### src/rtl/ctrl_pkg.sv
// Shared control definitions: opcodes, FSM states, instruction classes and ALU op codes.
// Used by both the multi-cycle controller and the single-cycle decoder path.
package ctrl_pkg;

  localparam logic [6:0] OP_R      = 7'b0110011;
  localparam logic [6:0] OP_I      = 7'b0010011;
  localparam logic [6:0] OP_LOAD   = 7'b0000011;
  localparam logic [6:0] OP_STORE  = 7'b0100011;
  localparam logic [6:0] OP_BRANCH = 7'b1100011;
  localparam logic [6:0] OP_HALT   = 7'b1111111;

  typedef enum logic [2:0] {
    S_FETCH  = 3'd0,
    S_DECODE = 3'd1,
    S_EXEC   = 3'd2,
    S_MEM    = 3'd3,
    S_WB     = 3'd4,
    S_HALT   = 3'd5,
    S_TRAP   = 3'd6
  } state_t;

  typedef enum logic [2:0] {
    IC_R,
    IC_I,
    IC_LOAD,
    IC_STORE,
    IC_BRANCH,
    IC_HALT,
    IC_ILLEGAL
  } iclass_t;

  localparam logic [1:0] ALU_ADD = 2'b00;
  localparam logic [1:0] ALU_SUB = 2'b01;
  localparam logic [1:0] ALU_RF  = 2'b10;
  localparam logic [1:0] ALU_IF  = 2'b11;

endpackage

### src/rtl/ctrl_opcode_decode.sv
// Combinational opcode classifier, zero latency, no flow control.
// Anything not recognised is reported as IC_ILLEGAL.
module ctrl_opcode_decode
  import ctrl_pkg::*;
(
  input  logic [6:0] opcode,
  output iclass_t    iclass
);

  always_comb begin
    case (opcode)
      OP_R:      iclass = IC_R;
      OP_I:      iclass = IC_I;
      OP_LOAD:   iclass = IC_LOAD;
      OP_STORE:  iclass = IC_STORE;
      OP_BRANCH: iclass = IC_BRANCH;
      OP_HALT:   iclass = IC_HALT;
      default:   iclass = IC_ILLEGAL;
    endcase
  end

endmodule

### src/rtl/mc_control_fsm.sv
// Multi-cycle FETCH/DECODE/EXEC/MEM/WB controller; outputs are combinational from state/op_q, stalls on mem_ready.
// MC_CTRL_TIMEOUT_EN adds a bounded memory wait that traps with `timeout` after MEM_TIMEOUT un-acked cycles.
module mc_control_fsm
  import ctrl_pkg::*;
#(
  parameter int CNT_W       = 32,
  parameter int MEM_TIMEOUT = 16
) (
  input  logic             clk,
  input  logic             rst,
  input  logic [6:0]       opcode,
  input  logic             zero,
  input  logic             mem_ready,
  input  logic             resume,
  output logic             mem_req,
  output logic             mem_read,
  output logic             mem_write,
  output logic             ir_write,
  output logic             pc_write,
  output logic             branch,
  output logic             alu_src,
  output logic [1:0]       alu_op,
  output logic             mem_to_reg,
  output logic             reg_write,
  output logic             halted,
  output logic             illegal,
  output logic             timeout,
  output logic [2:0]       state,
  output logic [CNT_W-1:0] instr_cnt
);

  // A wait bound below one cycle has no meaningful hardware; nothing is built for it.
  if (MEM_TIMEOUT < 1) begin : g_bad_mem_timeout
  end

  state_t           state_q, state_d;
  logic [6:0]       op_q;
  logic [6:0]       dec_op;
  iclass_t          iclass;
  logic [CNT_W-1:0] cnt_q;
  logic             retire;

  logic       mem_req_c, mem_read_c, mem_write_c, ir_write_c, pc_write_c;
  logic       branch_c, alu_src_c, mem_to_reg_c, reg_write_c, halted_c;
  logic       illegal_c, timeout_c;
  logic [1:0] alu_op_c;

  // DECODE classifies the live opcode; later states classify the latched copy.
  assign dec_op = (state_q == S_DECODE) ? opcode : op_q;

  ctrl_opcode_decode u_decode (
    .opcode (dec_op),
    .iclass (iclass)
  );

`ifdef MC_CTRL_TIMEOUT_EN
  localparam int               WAIT_W    = $clog2(MEM_TIMEOUT + 1);
  localparam logic [WAIT_W-1:0] WAIT_LAST = WAIT_W'(MEM_TIMEOUT - 1);

  logic [WAIT_W-1:0] wait_q;
  logic              to_q;
  logic              stall;
  logic              to_trap;

  assign stall = ((state_q == S_FETCH) || (state_q == S_MEM)) && !mem_ready;
`endif

  always_comb begin
    state_d      = state_q;
    retire       = 1'b0;
    mem_req_c    = 1'b0;
    mem_read_c   = 1'b0;
    mem_write_c  = 1'b0;
    ir_write_c   = 1'b0;
    pc_write_c   = 1'b0;
    branch_c     = 1'b0;
    alu_src_c    = 1'b0;
    alu_op_c     = ALU_ADD;
    mem_to_reg_c = 1'b0;
    reg_write_c  = 1'b0;
    halted_c     = 1'b0;
`ifdef MC_CTRL_TIMEOUT_EN
    to_trap      = 1'b0;
`endif
    case (state_q)
      S_FETCH: begin
        mem_req_c  = 1'b1;
        mem_read_c = 1'b1;
        if (mem_ready) begin
          ir_write_c = 1'b1;
          pc_write_c = 1'b1;
          state_d    = S_DECODE;
        end
      end
      S_DECODE: begin
        case (iclass)
          IC_HALT: begin
            state_d = S_HALT;
            retire  = 1'b1;
          end
          IC_ILLEGAL: state_d = S_TRAP;
          default:    state_d = S_EXEC;
        endcase
      end
      S_EXEC: begin
        case (iclass)
          IC_R: begin
            alu_op_c = ALU_RF;
            state_d  = S_WB;
          end
          IC_I: begin
            alu_op_c  = ALU_IF;
            alu_src_c = 1'b1;
            state_d   = S_WB;
          end
          IC_LOAD, IC_STORE: begin
            alu_src_c = 1'b1;
            state_d   = S_MEM;
          end
          IC_BRANCH: begin
            branch_c   = 1'b1;
            alu_op_c   = ALU_SUB;
            pc_write_c = zero;
            retire     = 1'b1;
            state_d    = S_FETCH;
          end
          default: state_d = S_TRAP;
        endcase
      end
      S_MEM: begin
        mem_req_c   = 1'b1;
        alu_src_c   = 1'b1;
        mem_read_c  = (iclass == IC_LOAD);
        mem_write_c = (iclass == IC_STORE);
        if (mem_ready) begin
          if (iclass == IC_LOAD) begin
            state_d = S_WB;
          end else begin
            retire  = 1'b1;
            state_d = S_FETCH;
          end
        end
      end
      S_WB: begin
        reg_write_c  = 1'b1;
        mem_to_reg_c = (iclass == IC_LOAD);
        if (iclass == IC_R) begin
          alu_op_c = ALU_RF;
        end else if (iclass == IC_I) begin
          alu_op_c  = ALU_IF;
          alu_src_c = 1'b1;
        end
        retire  = 1'b1;
        state_d = S_FETCH;
      end
      S_HALT: begin
        halted_c = 1'b1;
        if (resume) state_d = S_FETCH;
      end
      S_TRAP:  state_d = S_TRAP;
      default: state_d = S_FETCH;
    endcase
`ifdef MC_CTRL_TIMEOUT_EN
    // A ready in the final allowed cycle still completes the access.
    if (stall && (wait_q == WAIT_LAST)) begin
      state_d = S_TRAP;
      to_trap = 1'b1;
    end
`endif
  end

  always_ff @(posedge clk or posedge rst) begin
    if (rst) begin
      state_q <= S_FETCH;
      op_q    <= 7'd0;
      cnt_q   <= '0;
    end else begin
      state_q <= state_d;
      if (state_q == S_DECODE) op_q <= opcode;
      if (retire) cnt_q <= cnt_q + CNT_W'(1);
    end
  end

`ifdef MC_CTRL_TIMEOUT_EN
  always_ff @(posedge clk or posedge rst) begin
    if (rst) begin
      wait_q <= '0;
      to_q   <= 1'b0;
    end else begin
      if (state_d != state_q) wait_q <= '0;
      else if (stall)         wait_q <= wait_q + WAIT_W'(1);
      if (to_trap) to_q <= 1'b1;
    end
  end

  assign timeout_c = (state_q == S_TRAP) && to_q;
  assign illegal_c = (state_q == S_TRAP) && !to_q;
`else
  assign timeout_c = 1'b0;
  assign illegal_c = (state_q == S_TRAP);
`endif

  // The reset state is FETCH, so the request must be masked while rst is held.
  assign mem_req    = mem_req_c    & ~rst;
  assign mem_read   = mem_read_c   & ~rst;
  assign mem_write  = mem_write_c  & ~rst;
  assign ir_write   = ir_write_c   & ~rst;
  assign pc_write   = pc_write_c   & ~rst;
  assign branch     = branch_c     & ~rst;
  assign alu_src    = alu_src_c    & ~rst;
  assign alu_op     = alu_op_c     & {2{~rst}};
  assign mem_to_reg = mem_to_reg_c & ~rst;
  assign reg_write  = reg_write_c  & ~rst;
  assign halted     = halted_c     & ~rst;
  assign illegal    = illegal_c    & ~rst;
  assign timeout    = timeout_c    & ~rst;
  assign state      = state_q;
  assign instr_cnt  = cnt_q;

endmodule

### config.mk
export PLATFORM = sky130hd
export DESIGN_NAME = mc_control_fsm
export DESIGN_NICKNAME = d
export VERILOG_FILES = /design/src/rtl/ctrl_pkg.sv /design/src/rtl/ctrl_opcode_decode.sv /design/src/rtl/mc_control_fsm.sv
export SDC_FILE = /design/constraint.sdc
export NUM_CORES = 1
export LEC_CHECK = 0
export BUFFER_PORTS_ARGS = -buffer_cell sky130_fd_sc_hd__buf_2
export CORE_AREA = 2 2 73 75
export DETAILED_ROUTE_END_ITERATION = 12
export DIE_AREA = 0 0 75 77
export GPL_ROUTABILITY_DRIVEN = 0
export PLACE_DENSITY = 0.73
export SYNTH_ARGS = -nofsm -noshare
export SYNTH_HDL_FRONTEND = slang
export SYNTH_HIERARCHICAL = 1
export SYNTH_SLANG_ARGS = --single-unit
### constraint.sdc
create_clock -name clk -period 4.15 [get_ports clk]
set_clock_uncertainty 0.15 [all_clocks]
set_input_delay 0.6225 -clock clk [delete_from_list [all_inputs] [get_ports clk]]
set_output_delay 0.6225 -clock clk [all_outputs]
set_load 0.02 [all_outputs]
# ---- Word level (Yosys, flattened, before mapping)
# Cells that the tools add are included.
dict set report totals {
  register_bits 42
  input_bits 12
  wordCells 78
}
dict set report classes {
  addsub 1
  n_eq_ne 21
  n_mux 33
  bitwise_logic 13
  n_reduce_logical 7
}
# operator n
set op_table {}
lappend op_table {{one-hot mux 3 bit (6 select lines)} 2}
lappend op_table {{adder 32 x 1 -> 32 bit (second input constant)} 1}
lappend op_table {{== test 3 bit (second input constant)} 6}
lappend op_table {{two-way mux 1 bit} 16}
lappend op_table {{== test 7 x 6 -> 1 bit (second input constant)} 2}
lappend op_table {{== test 7 bit (second input constant)} 2}
lappend op_table {{== test 3 x 2 -> 1 bit (second input constant)} 4}
lappend op_table {{two-way mux 3 bit} 4}
lappend op_table {{AND 1 bit} 11}
lappend op_table {{one-hot mux 3 bit (3 select lines)} 1}
lappend op_table {{== test 7 x 2 -> 1 bit (second input constant)} 1}
lappend op_table {{== test 7 x 5 -> 1 bit (second input constant)} 1}
lappend op_table {{two-way mux 7 bit} 1}
lappend op_table {{== test 3 x 1 -> 1 bit (second input constant)} 2}
lappend op_table {{zero test 3 bit} 2}
lappend op_table {{inequality test 2 bit (second input constant)} 3}
lappend op_table {{one-hot mux 2 bit (3 select lines)} 1}
lappend op_table {{one-hot mux 3 bit (2 select lines)} 1}
lappend op_table {{OR reduction 2 bit} 3}
lappend op_table {{two-way mux 2 bit} 2}
lappend op_table {{one-hot mux 1 bit (2 select lines)} 2}
lappend op_table {{one-hot mux 1 bit (4 select lines)} 1}
lappend op_table {{one-hot mux 2 bit (2 select lines)} 1}
lappend op_table {{one-hot mux 1 bit (3 select lines)} 1}
lappend op_table {{other kinds (4)} 4}

# ---- Logic depth before layout (Yosys ltp)
# Gate-level depths: netlist of run 1.
dict set report logic_depth {
  depth_word 9
  depth_mapped 13
  mapped_depth_nobuf 10
}

# ---- Hierarchy
# Netlist of run 1, hierarchy kept.
# module instances cells_each area_per_inst_um2 seq_area_each_um2
set by_module_without_submodules {}
lappend by_module_without_submodules {mc_control_fsm 1 226 2287.2 1051.0}
lappend by_module_without_submodules {ctrl_opcode_decode 1 11 73.8 0.0}

# ---- Worst setup path after synthesis of run 1
# Ideal clock, no wire load.
dict set report synth_timing {
  kind {flip-flop to output port}
  start {reg state_q[0] (netlist: state[0])}
  end {out branch}
  arrival_time_ns 3.352
  required_ns 3.377
  setup_slack_ns 0.026
  stages_incl_launch_ff 10
  n_path_buf 2
  cell_sequence {dfrtp_1 -> clkbuf_1 -> nor3b_2 -> mux2_2 -> or3_1 -> a21oi_1 -> a41oi_1 -> clkbuf_1 -> nand2b_1 -> nor4_1}
}
dict set report synth_between {
  elab_chain_cells 8
}
# item line
set synth_rtl {}
lappend synth_rtl {{from (decl)} mc_control_fsm.sv:36} ;# state_t state_q, state_d;
lappend synth_rtl {{from (signal assigned)} mc_control_fsm.sv:178} ;# state_q <= state_d;
lappend synth_rtl {{== test 3 x 1 -> 1 bit *} mc_control_fsm.sv:49} ;# assign dec_op = (state_q == S_DECODE) ? opcode : op_q;
lappend synth_rtl {{two-way mux 7 bit *} --}
lappend synth_rtl {{net dec_op[4]} mc_control_fsm.sv:38} ;# logic [6:0] dec_op;
lappend synth_rtl {{== test 7 bit (tied with other cells)} ctrl_opcode_decode.sv:11} ;# case (opcode)
lappend synth_rtl {{one-hot mux 3 bit (6 select lines) *} ctrl_opcode_decode.sv:11}
lappend synth_rtl {{net iclass[1]} mc_control_fsm.sv:39} ;# iclass_t iclass;
lappend synth_rtl {{== test 3 bit *} mc_control_fsm.sv:106} ;# case (iclass)
lappend synth_rtl {{two-way mux 1 bit *} mc_control_fsm.sv:106}
lappend synth_rtl {{two-way mux 1 bit *} mc_control_fsm.sv:85} ;# case (state_q)
lappend synth_rtl {{AND 1 bit *} mc_control_fsm.sv:209} ;# assign branch = branch_c & ~rst;
lappend synth_rtl {{to (decl)} mc_control_fsm.sv:20} ;# output logic branch,
# Mark *: on every way through the listed nets, which the timed path passes. The rest lies on a longest branch.

# ---- Worst setup path after layout of run 1
dict set report layout_timing {
  start {reg state_q[2] (netlist: state[2])}
  end {reg cnt_q[8] (netlist: instr_cnt[8])}
}
dict set report layout_between {
  elab_chain_cells 8
}
# item line
set layout_rtl {}
lappend layout_rtl {{== test 3 x 1 -> 1 bit *} mc_control_fsm.sv:49}
lappend layout_rtl {{two-way mux 7 bit *} --}
lappend layout_rtl {{net dec_op[6]} mc_control_fsm.sv:38}
lappend layout_rtl {{== test 7 bit (tied with other cells)} ctrl_opcode_decode.sv:11}
lappend layout_rtl {{one-hot mux 3 bit (6 select lines) *} ctrl_opcode_decode.sv:11}
lappend layout_rtl {{net iclass[0]} mc_control_fsm.sv:39}
lappend layout_rtl {{== test 3 x 2 -> 1 bit} mc_control_fsm.sv:136} ;# if (iclass == IC_LOAD) begin
lappend layout_rtl {{two-way mux 1 bit} mc_control_fsm.sv:136}
lappend layout_rtl {{two-way mux 1 bit} mc_control_fsm.sv:135} ;# if (mem_ready) begin
lappend layout_rtl {{one-hot mux 1 bit (4 select lines) *} mc_control_fsm.sv:85}
lappend layout_rtl {{to (signal assigned)} mc_control_fsm.sv:180} ;# if (retire) cnt_q <= cnt_q + CNT_W'(1);
lappend layout_rtl {{to (decl)} mc_control_fsm.sv:40} ;# logic [CNT_W-1:0] cnt_q;
# Marks and branches as above.
# A chain may end at the register's enable or synchronous reset.

==> results.toml, run 1 <==
[min_path]
hold_class = "flip-flop to flip-flop"
holdCritStartpoint = "instr_cnt[5]$_DFFE_PP0P_"

[global_routing]
grt_pass1_wl_microns = 8290
grt_remaining_overflow = 0
grt_max_degree = 43
first_global_vias = 1757
grt_usage = 0.184
antenna_found_initial = 0

[layout]
final_cell_mix = "buf_2 (59), dfrtp_1 (42), xnor2_1 (23), nand2_1 (19), nand3_1 (16)"
layout-drive-gt1-share = 0.308
post-route-util = 0.568
area_growth_syn_to_layout_pct = 19.7
nNetsFinal = 309
finalInstanceArea_sq_um = 2830
num_antenna_cells = 0
layout_commonest_cell = "buf_2"

[routing]
wl_microns = 5120
dr_wl_met2_microns = 2450
vias = 1996
ant_nets = 0
wl_met3_microns = 232
drc = 0
firstDrtPassIters = 4
wl_met1_microns = 2340
top_layer = "met4"
routedWlPerCell_microns = 14.0
dr.first_iter.drc_count = 116
vias_per_cell = 5.47

[floorplanning]
fp.dieW_microns = 75
die_y_microns = 77
core_region_area_sq_um = 4980
rows = 26
dieArea_sq_um = 5780
ios = 61
start_util = 0.474

[synthesis]
synth_seq_cells = 42
synth_cells = 237
synth_edf_count = 0
synth_area_leaders = "dfrtp_1 (45%), xnor2_1 (8.5%), mux2_2 (3.8%), xor2_1 (3.7%), nand3_1 (3.4%)"
synth_area_sq_um = 2360
async_flop_share = 1.00
synth_top_area_share = 0.445
ys_types = 48
syn_avg_cell_area_sq_um = 9.96
ys_warn_count = 6
synth_nets = 250
ys.flop_type = "dfrtp_1"
yosys.area.top_type = "dfrtp_1"
ys_seq_area_frac = 0.445

[timing]
setup_violations = 0
maxSlewViolCount = 0
slew_headroom = 0.532
finalCriticalPeriod_ps = 3910
period_share = 0.943
hold_viol = 0
fmax_mhz = 256
holdWs_ps = 331
worstMarginPinSlew_ps = 700

[status]
outcome = "finished clean"

[clocking]
post_cts_buffers = 0
clk_latency_ps = 290
htree_levels = 2
clock_path_buffers = 2
root_buffer = "clkbuf_8"
cts_hold_buf = 0
cts.sinks = 42
cts_buffers = 5
cts_tree = "yes"
cts.clk_slew.worst_paths_ps = 70
post_cts_resized = 1

[setup_path]
criticalPathCategory = "flip-flop to flip-flop"
rrSetupSlack_ps = 240
critPathLaunchType = "flip-flop"
worstPathRequired_ps = 4220
crit_slowest_cell = "a21boi_2"
startpoint = "state[2]$_DFFE_PP0P_"
cp_data_arrival_time_ps = 3980
max_stage_delay_ps = 490
end_kind = "flip-flop"
crit_top_cell = "and3_1"
worstPathCellList = "nor3b_4, mux2_2, nor3_2, o2bb2ai_1, and3_1, nor3b_2, o32a_1, a21boi_2, and3_1, xor2_1"
r2r-start = "state[2]$_DFFE_PP0P_"
critPathMaxFanout = 14

[flow_run]
max_cap_viol_count = 0

[placed_design]
place_area_sq_um = 2730
dpl.hpwl_microns = 3640
io_buffers = 59

[power]
powerDensity_nw_per_um2 = 521
p_total_w = 0.00147
power.leakage_nw = 1.34
max-vdd-ir-drop_v = 0.000256
-- worst max-delay path: cells and delay by family, from the launching register on --
family | cells | cell delay, ps
AOI/OAI and AO/OA | 3 | 1100
and+or+nand+nor | 5 | 1610
xor gates and xnor gates | 1 | 150
muxes | 1 | 430
DFF | 1 | 410
-- Yosys cell counts (3+ instances only) --
cell type / number
inv_1: 4
nand2b_1: 4
xor2_1: 10
mux2_2: 8
dfrtp_1: 42
and3_1: 6
nand2_1: 19
nor4_1: 8
nor2_1: 15
and2_1: 4
nand3_1: 16
a21oi_1: 6
xnor2_1: 23
nand4_1: 7
clkbuf_1: 9
nor2b_1: 6
nor3_1: 7
buf_4: 3
o21ai_0: 3
-- logic make-up after synthesis --
logic type / Yosys count / synth area share
xor+xnor: 33 / 0.122
simple gates: 107 / 0.252
fa+ha+maj: 1 / 0.00530
other cells: 1 / 0.00159
mux: 9 / 0.0424
compound gates: 28 / 0.101
flops: 42 / 0.445
buf+inv: 16 / 0.0302
-- registers in the layout, summed over array words and instances (netlist names) --
signal,count
instr_cnt,32
state,3
op_q,7
-- final cells by class --
| class | instances | area [sq um] |
|---|---|---|
| clock buffer | 6 | 82.6 |
| fill | 462 | 2150 |
| inverter | 4 | 15.0 |
| multi-input combinational | 179 | 1260 |
| timing repair buffer | 64 | 333 |
| tap | 70 | 87.6 |
| sequential | 42 | 1050 |
-- layer usage --
metal  up-vias  GRT usage
li1        958          -
met1       982      0.242
met2        48      0.286
met3         8     0.0394
met4         0     0.0821
met5         -          0
-- path summary, 6_finish.rpt --
kind | to | cells after the start
min in group asynchronous | instr_cnt[0]$_DFFE_PP0P_ | 3
min reg2reg | instr_cnt[5]$_DFFE_PP0P_ | 1
max reg2reg | instr_cnt[8]$_DFFE_PP0P_ | 10
min | instr_cnt[5]$_DFFE_PP0P_ | 1
max | instr_cnt[8]$_DFFE_PP0P_ | 10
max in group asynchronous | instr_cnt[3]$_DFFE_PP0P_ | 3
-- metrics by stage --
stage               setup WS (ps)  setup TNS (ps)  std cells
global route                -2.45           -2.45        365
floorplan                    25.6               0        237
finish                        237               0        365
global placement              277               0        359
detailed placement            192               0        359
CTS                          11.4               0        365
-- where the power goes --
part	switching [W]	total [W]	leakage (nW)	internal (W)
registers	0.0000501	0.000533	0.548	0.000483
clock network	0.000129	0.000257	0.0431	0.000128
logic	0.000419	0.000682	0.751	0.000262
(Power assumes the default switching activity.)
==> run 2: changes to the inputs <==
Settings changed: CORE_AREA 2 2 73 75 to 2 2 72 74, DIE_AREA 0 0 75 77 to 0 0 74 76, PLACE_DENSITY 0.73 to 0.74, SLEW_MARGIN set to 20, SYNTH_HIERARCHICAL 1 to unset.
==> results.toml, run 2 <==
[status]
outcome = "finished clean"

[global_routing]
grt_max_degree = 29
antenna_found_initial = 0
grt_usage = 0.200
grt_pass1_wl_microns = 8950
grt_remaining_overflow = 0
first_global_vias = 1837

[clocking]
clk_latency_ps = 290
clock_path_buffers = 2
cts_hold_buf = 0
cts.clk_slew.worst_paths_ps = 70
root_buffer = "clkbuf_8"
cts.sinks = 42
post_cts_resized = 0
htree_levels = 2
cts_buffers = 5
cts_tree = "yes"
post_cts_buffers = 0

[layout]
final_cell_mix = "buf_2 (59), nand2_1 (43), dfrtp_1 (42), xnor2_1 (24), nand3_1 (16)"
fillers = 423
largest_reg_flops = 32
layout-drive-gt1-share = 0.252
area_growth_syn_to_layout_pct = 20.3
multi_input_area_sq_um = 1190
num_antenna_cells = 0
seq_area_sq_um = 1050
nNetsFinal = 321
layout_commonest_cell = "buf_2"

[routing]
ant_nets = 0
dr.first_iter.drc_count = 268
wl_microns = 5170
vias = 2007
drc = 0
routedWlPerCell_microns = 13.6
firstDrtPassIters = 4
vias_per_cell = 5.30

[setup_path]
end_kind = "output port"
critPathLaunchType = "flip-flop"
worstPathRequired_ps = 3380
crit_slowest_cell = "dfrtp_1"
worstPathCellList = "or4b_1, or4_4, inv_1, nand2_1, a2111oi_0, buf_2"
max_stage_delay_ps = 650
path_buf_inv = 2
critPathMaxFanout = 17
cp_data_arrival_time_ps = 2590
criticalPathCategory = "flip-flop to output port"
crit_family = "simple AND/OR/NAND/NOR gates"

[synthesis]
muxShareOfSynthArea = 0.00483
async_flop_share = 1.00
ys.flop_type = "dfrtp_1"
synth_area_sq_um = 2330
synth_fa_ha_area_frac = 0.00537
synth-xor-area-share = 0.127
synth_compound_area_frac = 0.0666
yosys.area.top_type = "dfrtp_1"
synth_area_leaders = "dfrtp_1 (45%), xnor2_1 (9.0%), nand2_1 (6.9%), nand4_1 (3.8%), nand3_1 (3.4%)"
ys_warn_count = 0
synth_top_area_share = 0.451
synth_edf_count = 0
syn_avg_cell_area_sq_um = 9.24
ys_seq_area_frac = 0.451
synth_cells = 252
yosys.cell_count.top_type = "nand2_1"
synthTopCellsByCount = "nand2_1 (43), dfrtp_1 (42), xnor2_1 (24)"
synth-simple-area-share = 0.305
synth_nets = 265
synth_top_family_by_area = "simple AND/OR/NAND/NOR gates"
synth_seq_cells = 42
ys_types = 46

[floorplanning]
core_region_area_sq_um = 4910
dieArea_sq_um = 5620
fp.dieW_microns = 74
die_y_microns = 76
ios = 61
rows = 26
start_util = 0.474

[timing]
fmax_mhz = 298
rsz0062_at_grt = "false"
setup_tns_ps = 0
maxSlewViolCount = 0
finalCriticalPeriod_ps = 3360
worstMarginPinSlew_ps = 888
period_share = 0.809
hold_viol = 0
slew_headroom = 0.408
setup_violations = 0

[placed_design]
io_buffers = 59
dpl.hpwl_microns = 3740

[power]
powerDensity_nw_per_um2 = 536
p_total_w = 0.00150
power.leakage_nw = 1.29
max-vdd-ir-drop_v = 0.000408

[flow_run]
max_cap_viol_count = 0

[min_path]
hold_class = "primary input to async pin"
-- run 2: cell types whose count changed after synthesis, sizes merged, moves of 3 or more --
cell    previous run  this run
and4               2         5
nor3               8        11
mux2               8         1
buf                3         7
nand2             19        43
clkbuf             9         5
nor2b              6         3
nor2              15         9
nand4              7        14
nand2b             4         1
-- run 2: worst paths after layout --
kind | from | slack [ps] | end | cells after the start
worst max register to register | state[1]$_DFFE_PP0P_ | 1080 | instr_cnt[17]$_DFFE_PP0P_ | 6
worst max-delay path | state[1]$_DFFE_PP0P_ | 790 | pc_write | 6
max in group asynchronous | rst | 2780 | state[0]$_DFFE_PP0P_ | 3
min in group clk | instr_cnt[31]$_DFFE_PP0P_ | 320 | instr_cnt[31]$_DFFE_PP0P_ | 1
worst min-delay path | rst | 320 | state[2]$_DFFE_PP0P_ | 2
worst min register to register | instr_cnt[31]$_DFFE_PP0P_ | 320 | instr_cnt[31]$_DFFE_PP0P_ | 1
-- run 2: cells by family (layout without fill, tap and decap cells) --
group	Yosys count	after routing
AO/OA/AOI/OAI	23	23
XOR/XNOR	33	33
adder cells (fa/ha/maj)	1	1
buffers and inverters	18	75
flip-flops	42	42
multiplexers	1	1
other	1	1
AND/OR/NAND/NOR	133	133
-- run 2: where the power goes --
part / leakage, nW / internal [W] / switching (W)
Sequential: 0.527 / 0.000482 / 0.000127
Combinational: 0.696 / 0.000184 / 0.000317
Clock: 0.0714 / 0.000257 / 0.000135
-- run 2: layer usage --
| layer | vias up | wire length, microns | track usage |
|---|---|---|---|
| met3 | 7 | 281 | 0.0556 |
| met5 | - | 0 | 0 |
| met4 | 0 | 66 | 0.0673 |
| met2 | 63 | 2320 | 0.286 |
| met1 | 936 | 2500 | 0.292 |
| li1 | 1001 | - | - |
-- run 2: final cells by class --
class	instances	area share
sequential	42	0.375
inverter	6	0.00804
timing repair buffer	61	0.111
clock inverter	2	0.0214
tap	70	0.0312
multi-input combinational	192	0.424
clock buffer	6	0.0295
-- run 2: through the flow --
step                       util  instances  setup WS [ps]  instance area [sq um]  hold WS (ps)
final                     0.571        379            792                   2800           321
after global placement    0.542        371           1130                   2660           313
after floorplan               -        252            613                   2330           296
after global routing      0.571        379            545                   2800           346
after detailed placement  0.542        371           1110                   2660           311
after CTS                 0.571        379            764                   2800           327
==> run 3: changes to the inputs <==
Clock period 4.15 ns to 3.52 ns, I/O delays scaled along.
==> results.toml, run 3 (synthesis gave the netlist of run 2 again) <==
[status]
outcome = "finished clean"

[setup_path]
worstPathRequired_ps = 2840
critPathMaxFanout = 15
criticalPathCategory = "flip-flop to output port"
rrSetupSlack_ps = 770
path_buf_inv = 2
startpoint = "state[2]$_DFFE_PP0P_"
r2r_end = "instr_cnt[26]$_DFFE_PP0P_"
end_kind = "output port"
r2r_cells = 6
r2r-start = "state[2]$_DFFE_PP0P_"
crit_slowest_cell = "or4b_1"
cp_data_arrival_time_ps = 2580
max_stage_delay_ps = 570
critPathLaunchType = "flip-flop"
worstPathCellList = "or4b_1, or4_4, inv_1, nand2_1, a2111oi_0, buf_2"
crit_family = "simple AND/OR/NAND/NOR gates"

[routing]
routedWlPerCell_microns = 13.8
ant_nets = 0
vias = 2068
drc = 0
top_layer = "met4"
wl_met1_microns = 2530
firstDrtPassIters = 4
dr.first_iter.drc_count = 113
dr_wl_met2_microns = 2440
wl_met3_microns = 233
wl_microns = 5290
vias_per_cell = 5.40

[global_routing]
grt_usage = 0.203
first_global_vias = 1904
grt_remaining_overflow = 0
grt_pass1_wl_microns = 9020
grt_max_degree = 25
antenna_found_initial = 0

[timing]
worstMarginPinSlew_ps = 890
maxSlewViolCount = 0
setup_slack_ps = 261
setup_tns_ps = 0
slew_headroom = 0.406
finalCriticalPeriod_ps = 3260
hold_viol = 0
fmax_mhz = 307
rsz0062_at_grt = "false"
setup_violations = 0
period_share = 0.926

[clocking]
cts.sinks = 42
post_cts_resized = 0
clk_latency_ps = 300
cts.clk_slew.worst_paths_ps = 80
cts_buffers = 5
clock_path_buffers = 2
root_buffer = "clkbuf_8"
cts_hold_buf = 0
cts_tree = "yes"
htree_levels = 2
post_cts_buffers = 0

[floorplanning]
start_util = 0.474
die_y_microns = 76
fp.dieW_microns = 74
core_region_area_sq_um = 4910
rows = 26
ios = 61
dieArea_sq_um = 5620

[layout]
final_cell_mix = "buf_2 (59), nand2_1 (43), dfrtp_1 (42), xnor2_1 (24), nand3_1 (16)"
nNetsFinal = 325
multi_input_area_sq_um = 1190
area_growth_syn_to_layout_pct = 19.3
largest_reg_flops = 32
num_antenna_cells = 0
layout-drive-gt1-share = 0.262
layout_commonest_cell = "buf_2"
seq_area_sq_um = 1050
fillers = 453
finalInstanceArea_sq_um = 2780

[placed_design]
place_area_sq_um = 2690
dp_slack_ps = 590
io_buffers = 59
dpl.hpwl_microns = 3920

[power]
power.leakage_nw = 1.29
powerDensity_nw_per_um2 = 593
max-vdd-ir-drop_v = 0.000381

[min_path]
hold_path_depth = 3
hold_class = "primary input to flip-flop"
holdPathEnd = "op_q[0]$_DFF_PP0_"
holdCritStartpoint = "opcode[0]"

[flow_run]
max_cap_viol_count = 0
[run 3: cell count changes in the layout (fill, tap and decap cells not counted)]
cell,previous run,this run
clkinv_2,0,1
buf_4,2,6
clkinvlp_4,0,1
clkinv_4,0,1
bufinv_16,2,0
clkbuf_8,6,5
[run 3: cell type report]
cell class | count | area share
inverter | 6 | 0.00810
tap | 70 | 0.0315
clock buffer | 5 | 0.0248
sequential | 42 | 0.378
clock inverter | 3 | 0.00765
timing repair buffer | 65 | 0.122
multi-input combinational | 192 | 0.428
[run 3: worst reg2reg max path, cell delays in order (launching register included)]
cell	delay, ps
dfrtp_1	540
or4b_1	570
or4_4	450
o311a_2	160
nand2_1	420
nand4_1	190
xnor2_1	170
[run 3: worst max-delay path by stage]
| stage | endpoint | slack (ps) | cells after the start |
|---|---|---|---|
| 5_1_grt | pc_write | 180 | 6 |
| 3_5_place_dp | pc_write | 590 | 6 |
| 6_report | pc_write | 260 | 6 |
| 4_1_cts | pc_write | 260 | 6 |
| 2_1_floorplan | pc_write | 80 | 6 |
| 3_3_place_gp | pc_write | 650 | 6 |
[run 3: per-stage QoR]
step,instances,power [W],util,hold WS [ps]
global placement,375,0.00132,0.548,305
CTS,383,0.00166,0.566,292
detailed placement,375,0.00134,0.548,314
finish,383,0.00165,0.566,301
floorplan,252,0.00116,-,296
global route,383,0.00176,0.566,325
[run 3: metal layers]
metal	global-route usage	vias up
met3	0.0423	7
met1	0.291	986
li1	-	1015
met2	0.303	60
met5	0	-
met4	0.0727	0
[run 3: report_power, final]
group	total, W	internal (W)	switching (W)
registers	0.000683	0.000569	0.000114
clock network	0.000314	0.000139	0.000175
logic	0.000651	0.000231	0.000419
